## config.mk

```make
export PLATFORM = sky130hd
export DESIGN_NAME = mac_unit
export DESIGN_NICKNAME = d
export VERILOG_FILES = /design/src/rtl/mac_pkg.sv /design/src/rtl/mac_mult.sv /design/src/rtl/mac_unit.sv
export SDC_FILE = /design/constraint.sdc
export NUM_CORES = 1
export LEC_CHECK = 0
export ABC_AREA = 0
export CAP_MARGIN = 30
export CORE_MARGIN = 4
export CORE_UTILIZATION = 30
export CTS_CLUSTER_DIAMETER = 80
export CTS_CLUSTER_SIZE = 30
export DETAILED_ROUTE_END_ITERATION = 8
export SYNTH_ARGS = -nofsm -noshare
export SYNTH_HDL_FRONTEND = slang
export SYNTH_SLANG_ARGS = --single-unit
```

## constraint.sdc

```tcl
create_clock -name clk -period 19.68 [get_ports clk]
set_input_delay 5.904 -clock clk [delete_from_list [all_inputs] [get_ports clk]]
set_output_delay 5.904 -clock clk [all_outputs]
set_load 0.005 [all_outputs]
```

## src/rtl/mac_pkg.sv

```systemverilog
// mac_pkg: shared widths and types for the multiply-accumulate lane.
//   MAC_DATA_W : operand width (signed)
//   MAC_ACC_W  : accumulator width (signed). Must be >= 2*MAC_DATA_W.
package mac_pkg;
    localparam int MAC_DATA_W = 8;
    localparam int MAC_ACC_W  = 19;

    typedef logic signed [MAC_DATA_W-1:0] mac_data_t;
    typedef logic signed [MAC_ACC_W-1:0]  mac_acc_t;
endpackage

```

## src/rtl/mac_mult.sv

```systemverilog
// mac_mult: combinational signed DATA_W x DATA_W -> 2*DATA_W multiplier.
// Kept in its own module so it can later be replaced by a DSP primitive or a
// pipelined multiplier without touching the accumulator.
//   a_i : signed operand A
//   b_i : signed operand B
//   p_o : full-precision signed product
module mac_mult
    import mac_pkg::*;
#(
    parameter int DATA_W = MAC_DATA_W
) (
    input  logic signed [DATA_W-1:0]   a_i,
    input  logic signed [DATA_W-1:0]   b_i,
    output logic signed [2*DATA_W-1:0] p_o
);
    // Sign-extend both operands to the product width first so the multiply is
    // evaluated at full precision.
    assign p_o = (2*DATA_W)'(a_i) * (2*DATA_W)'(b_i);
endmodule

```

## src/rtl/mac_unit.sv

```systemverilog
// mac_unit: signed multiply-accumulate lane.
// Every rising edge: acc <= macc_clear ? sext(A*B) : acc + sext(A*B), with the
// sum wrapping modulo 2^ACC_W. rst_n (synchronous, active-low) wins over all.
//   clk        : clock
//   rst_n      : synchronous active-low reset, clears acc
//   A, B       : signed operands
//   macc_clear : load the product instead of accumulating it
//   acc        : registered signed accumulator
// ACC_W must be >= 2*DATA_W.
module mac_unit
    import mac_pkg::*;
#(
    parameter int DATA_W = MAC_DATA_W,
    parameter int ACC_W  = MAC_ACC_W
) (
    input  logic                     clk,
    input  logic                     rst_n,
    input  logic signed [DATA_W-1:0] A,
    input  logic signed [DATA_W-1:0] B,
    input  logic                     macc_clear,
    output logic signed [ACC_W-1:0]  acc
);
    logic signed [2*DATA_W-1:0] prod;
    logic signed [ACC_W-1:0]    prod_ext;
    logic signed [ACC_W-1:0]    acc_d;
    logic signed [ACC_W-1:0]    acc_q;

    mac_mult #(.DATA_W(DATA_W)) u_mult (
        .a_i (A),
        .b_i (B),
        .p_o (prod)
    );

    // Size cast of a signed value sign-extends.
    assign prod_ext = ACC_W'(prod);

    // Plain ACC_W-bit add: overflow wraps, no saturation.
    always_comb begin
        acc_d = acc_q + prod_ext;
        if (macc_clear) acc_d = prod_ext;
    end

    always_ff @(posedge clk) begin
        if (!rst_n) acc_q <= '0;
        else        acc_q <= acc_d;
    end

    assign acc = acc_q;
endmodule

```

==> flow_summary.ini <==
[die]
rows = 42
die_x_um = 126
fp.coreArea_um2 = 13500
start_util_pct = 31.1
die_height_um = 126
pin_count = 38
dieArea_um2 = 15900

[placed_design]
dp_cells = 696
place_ws_ps = 7230
finalWeightedCongestion = 0.842
detailed_place_hpwl_um = 7710
io_buffers = 37

[layout]
n_antenna_cell = 0
utilization_pct = 35.9
drive_gt1_share_pct = 1.91
final_nets = 649
reg_top3 = acc x19
largest_register_ffs = 19
fillCellCount = 1421
syn_to_final_growth_pct = 15.6
largest-register = acc
fin_cells = 700

[sta]
clock_skew_ps = 2.57
final_hold_viol_count = 0
fin_tns_setup_ps = 0
slew_violations = 0
finalCritPeriodShare_pct = 61.9
maxSlewHeadroom_pct = 57.5
fin_crit_ps = 12180
setup_viol = 0
finalWorstSetupSlack_ps = 7500
rsz0062_at_grt = false
fmax_ghz = 0.0821
max_slew.worst_pin.slew_ps = 637

[critical_path]
cp_top_family = adder cells
path_cells = clkdlybuf4s50_1, and2_1, fa_1, inv_1, fa_1, inv_1, fa_1, inv_1, fa_1, inv_1, ha_1, a21o_1, a2111o_1, a31oi_1, nor3_1, or2_2, ha_1, a21oi_1, or2_1, a311o_1, o2bb2ai_1, mux2i_1, mux2i_1
cp.buffers_inverters = 5
end_kind = register
crit_path_max_incr_delay_ps = 650
critPathArrivalTime_ps = 12370
crit_type = in -> reg
path_max_fanout = 8
startpoint_type = input port
slowest_stage = fa_1
cp.required_ps = 19870

[yosys]
yosys.area.top_type = fa_1
ys.flop_type = dfxtp_1
synth_top_area_share_pct = 26.8
synthTopCellsByArea = fa_1, ha_1, dfxtp_1
synth_edf_count = 0
syn_area_um2 = 4180
synth_cells = 488
async_flop_share_pct = 0
ys_warn_count = 0
yosysMostFrequentCell = inv_1
ys_top_cells_by_count = inv_1, fa_1, ha_1
ys_seq_elements = 19
synth_nets = 612
ys_seq_area_share_pct = 9.10
postSynthAreaPerCell_um2 = 8.57
ys_types = 53

[clock_network]
root_buffer = clkbuf_16
cts_setup_buffers = 0
cts_sinks = 19
cts_resized = 0
cts_buffer_depth = 2
cts_made_buffers = 3
clk_pin_slew_ps = 60
cts_tree = built
ctsHoldBuffers = 0
clkLatencyLatePin_ps = 260
ctsHtreeMaxLevel = 1

[min_path]
min-delay-path-class = reg -> reg

[route]
wire_per_inst_um = 13.0
drt-total-wl_um = 9110
ant_nets = 0
vias = 3433
viasPerCell = 4.90
first_iter_violations = 121
drt-pass1-iter-count = 4
drc = 0

[outcome]
status = completed

[global_route]
grt_antenna_before_repair = 0
grt_pass1_wl_um = 15800
grt_max_degree = 28
grt_pass1_vias = 3431
grt_usage_pct = 11.7
grt_overflow = 0

[flow_run]
drv_cap = 0
==> worst paths after layout <==
check,from,to,slack [ps],cells after the start
max,B[4],acc[18],7500,23
min,acc[0],acc[0],620,3
max reg2reg,acc[0],acc[16],17170,8
min reg2reg,acc[0],acc[0],620,3
==> per-layer routing <==
layer	GRT usage [%]	vias up	share of wire, %
met5	0	-	0
met4	1.70	0	0.83
met3	1.78	8	3.6
met2	21.5	58	53
met1	14.9	1683	42
li1	-	1684	-
==> cells by family (layout without fill, tap and decap cells) <==
family | count (synthesis) | count (layout) | synth area share, %
adders and majority gates | 105 | 105 | 41.5
AOI/OAI and AO/OA | 95 | 95 | 16.3
xor gates and xnor gates | 22 | 22 | 4.61
buffers and inverters | 100 | 136 | 9.01
DFF | 19 | 19 | 9.10
and+or+nand+nor | 140 | 140 | 17.8
muxes | 7 | 7 | 1.71
==> cell type report <==
| cell class | instances | area, um2 | share of cell area (%) |
|---|---|---|---|
| Clock buffer | 4 | 78.8 | 1.63 |
| Inverter | 94 | 353 | 7.30 |
| Multi-Input combinational cell | 369 | 3420 | 70.8 |
| Sequential cell | 19 | 380 | 7.87 |
| Tap cell | 176 | 220 | 4.55 |
| Timing Repair Buffer | 38 | 378 | 7.82 |
==> cells in the final DEF (no fill, tap or decap), types with 2 or more instances in the layout <==
cell	count
inv_1	94
fa_1	56
ha_1	49
and2_1	48
clkdlybuf4s50_1	37
nand2_1	29
a21oi_1	24
nor2_1	20
dfxtp_1	19
xnor2_1	14
a21o_1	11
nor2b_1	11
o21a_1	10
o21ai_0	8
xor2_1	8
a211oi_1	6
nor3_1	6
or3_1	6
mux2i_1	6
nand3_1	5
o21ai_1	4
and3_1	4
o211ai_1	4
o31a_1	3
a31oi_1	3
clkbuf_16	3
or2_1	2
o21bai_1	2
or2_2	2
nand4_1	2
a221oi_1	2
o311ai_0	2
nor3b_1	2
==> through the flow <==
step,hold slack [ps],area [um2]
floorplan,606,4180
global placement,592,4760
detailed placement,615,4760
CTS,631,4830
global route,673,4830
finish,623,4830
==> worst reg2reg max path: stages, from the launching register on <==
cell and delay (ps):
dfxtp_1 310, ha_1 220, fa_1 410, a21o_1 230, a22o_1 210, o21ai_1 290
o21ai_1 200, o311ai_0 350, o211ai_1 150
Power is left out: the tool's default activity adds up to more than one toggle a clock period on the data nets, which glitch-free logic cannot reach.
==> RTL change (config.mk and constraints unchanged) <==
Register the output `acc` once more, without a reset; this adds one clock of latency there. Comments in the files are not updated.
--- a/src/rtl/mac_unit.sv
+++ b/src/rtl/mac_unit.sv
@@ -46,5 +46,7 @@
     end
 
-    assign acc = acc_q;
+    always_ff @(posedge clk) begin
+        acc <= acc_q;
+    end
 endmodule
 
Formal check against the unedited RTL: not equivalent (Yosys sat finds a counterexample within 4 cycles, from zero or initial values and one cycle with rst_n low).
==> RTL change against the original RTL <==
Global-route usage grew 0.056 points; clock skew grew 0.0081 ns; setup slack lost 0.091 ns; cell count grew 1.9%; final area grew 7.6%; routed wire length grew 0.82%; synthesized area grew 6.7%; critical path depth grew 1; sequential cell count grew 19; register-to-register slack lost 0.05 ns; first-iteration DRC count shrank 9.1%; worst hold slack lost 0.27 ns; critical path type unchanged; critical endpoint is now acc_q[18]$_SDFF_PN0_; largest cell class unchanged.
Power is not shown: default switching activity piles up to over one toggle a cycle in this logic, so the estimate is an artifact.
==> RTL change: results (changes against the original RTL) <==
GRT
The met3 usage in global routing came to 0.009824 (was 0.01778). The global-route met2 utilization is 0.2047 (was 0.2147). The overall routing resource usage is 0.1179 (was 0.1173).

The met1 layer usage reported by global route is 0.1576 (was 0.1489). The via count of the first global-routing pass was 3536 (was 3431). The global-route wire length before repair was 16420 µm (was 15850 µm).

Layout
The net count of the finished layout is 652 (was 649). The share of cells above drive strength 1 came to 0.03781 (was 0.01908).

Routing
The violation count after the first detailed-route iteration was 110 (was 121). The average vias per placed instance is 4.697 (was 4.904). The routed metal-1 wire length is 4453 µm (was 3865 µm). The met2 wire length is 4289 µm (was 4839 µm).

Synth
Leading post-synthesis cells by instance count: inv_1 (92), fa_1 (56), and2_1 (51), ha_1 (49), dfxtp_1 (38) (was inv_1 (94), fa_1 (56), ha_1 (49), and2_1 (48), nand2_1 (29)). The post-synthesis net count is 611 (was 612). The adder-cell area share of the yosys netlist came to 0.3886 (was 0.4147).

Cells taking the most area after synthesis: fa_1 (25%), dfxtp_1 (17%), ha_1 (14%) (was fa_1 (27%), ha_1 (15%), dfxtp_1 (9.1%)). The count of unique library cells instantiated by Yosys came to 56 (was 53).

STA
The post-route clock skew was 0.01064 ns (was 0.002570 ns).

Setup path
The startpoint of the most critical setup path was B[3] (was B[4]). The origin of the critical flop-to-flop path is acc_q[0]$_SDFF_PN0_ (was acc[0]$_SDFF_PN0_). The reg-to-reg endpoint is acc_q[18]$_SDFF_PN0_ (was acc[16]$_SDFF_PN0_).

Placement
The placed wire-length estimate after detailed placement is 7848 µm (was 7707 µm).

Min path
The number of instances on the worst hold path is 0 (was 3). The startpoint of the most critical hold path was acc_q[0]$_SDFF_PN0_ (was acc[0]$_SDFF_PN0_).

Clocking
The clock latency on the worst-skew pair is 0.28 ns (was 0.26 ns). The number of H-tree levels came to 2 (was 1).

Run status
Outcome: finished clean (unchanged).
-- RTL change: cell types whose count changed in the layout (fill, tap and decap cells not counted), moves of 4 or more --
cell / delta
dfxtp_1: +19
o21ai_0: +7
a21oi_1: -6
nor2_1: -5
nor3_1: -5
a211oi_1: -4
a21o_1: -4
o211ai_1: -4
xnor2_1: +4
-- RTL change: critical path, delay by kind of cell --
| kind | cells | cell delay (ns) |
|---|---|---|
| fa+ha+maj | 6 | 2.94 |
| compound gates | 8 | 1.56 |
| buf+inv | 6 | 0.96 |
| simple gates | 3 | 0.77 |
| xor+xnor | 1 | 0.29 |
-- RTL change: how the worst max path moves through the flow --
stage,end,cells after the start
floorplan,acc_q[18]$_SDFF_PN0_,23
global placement,acc_q[18]$_SDFF_PN0_,24
detailed placement,acc_q[18]$_SDFF_PN0_,24
finish,acc_q[18]$_SDFF_PN0_,24
global route,acc_q[18]$_SDFF_PN0_,24
CTS,acc_q[18]$_SDFF_PN0_,24
-- RTL change: stage by stage --
step | worst slack (ns) | hold WS, ns | cell area [µm²] | util | instances
final | 7.410 | 0.3570 | 5204 | 0.3580 | 713
after global routing | 7.083 | 0.3615 | 5204 | 0.3580 | 713
after CTS | 7.435 | 0.3589 | 5204 | 0.3580 | 713
after detailed placement | 7.150 | 0.3487 | 5056 | 0.3479 | 705
after global placement | 7.376 | 0.3492 | 5056 | 0.3479 | 705
after floorplan | 8.165 | 0.3368 | 4463 | - | 487
-- RTL change: final cells by class --
type	count	area, µm²
inverter	94	352.8
fill	1506	9330
timing repair buffer	38	377.9
clock buffer	7	142.6
clock inverter	1	5.005
multi-input combinational	351	3334
sequential	38	760.7
tap	184	230.2
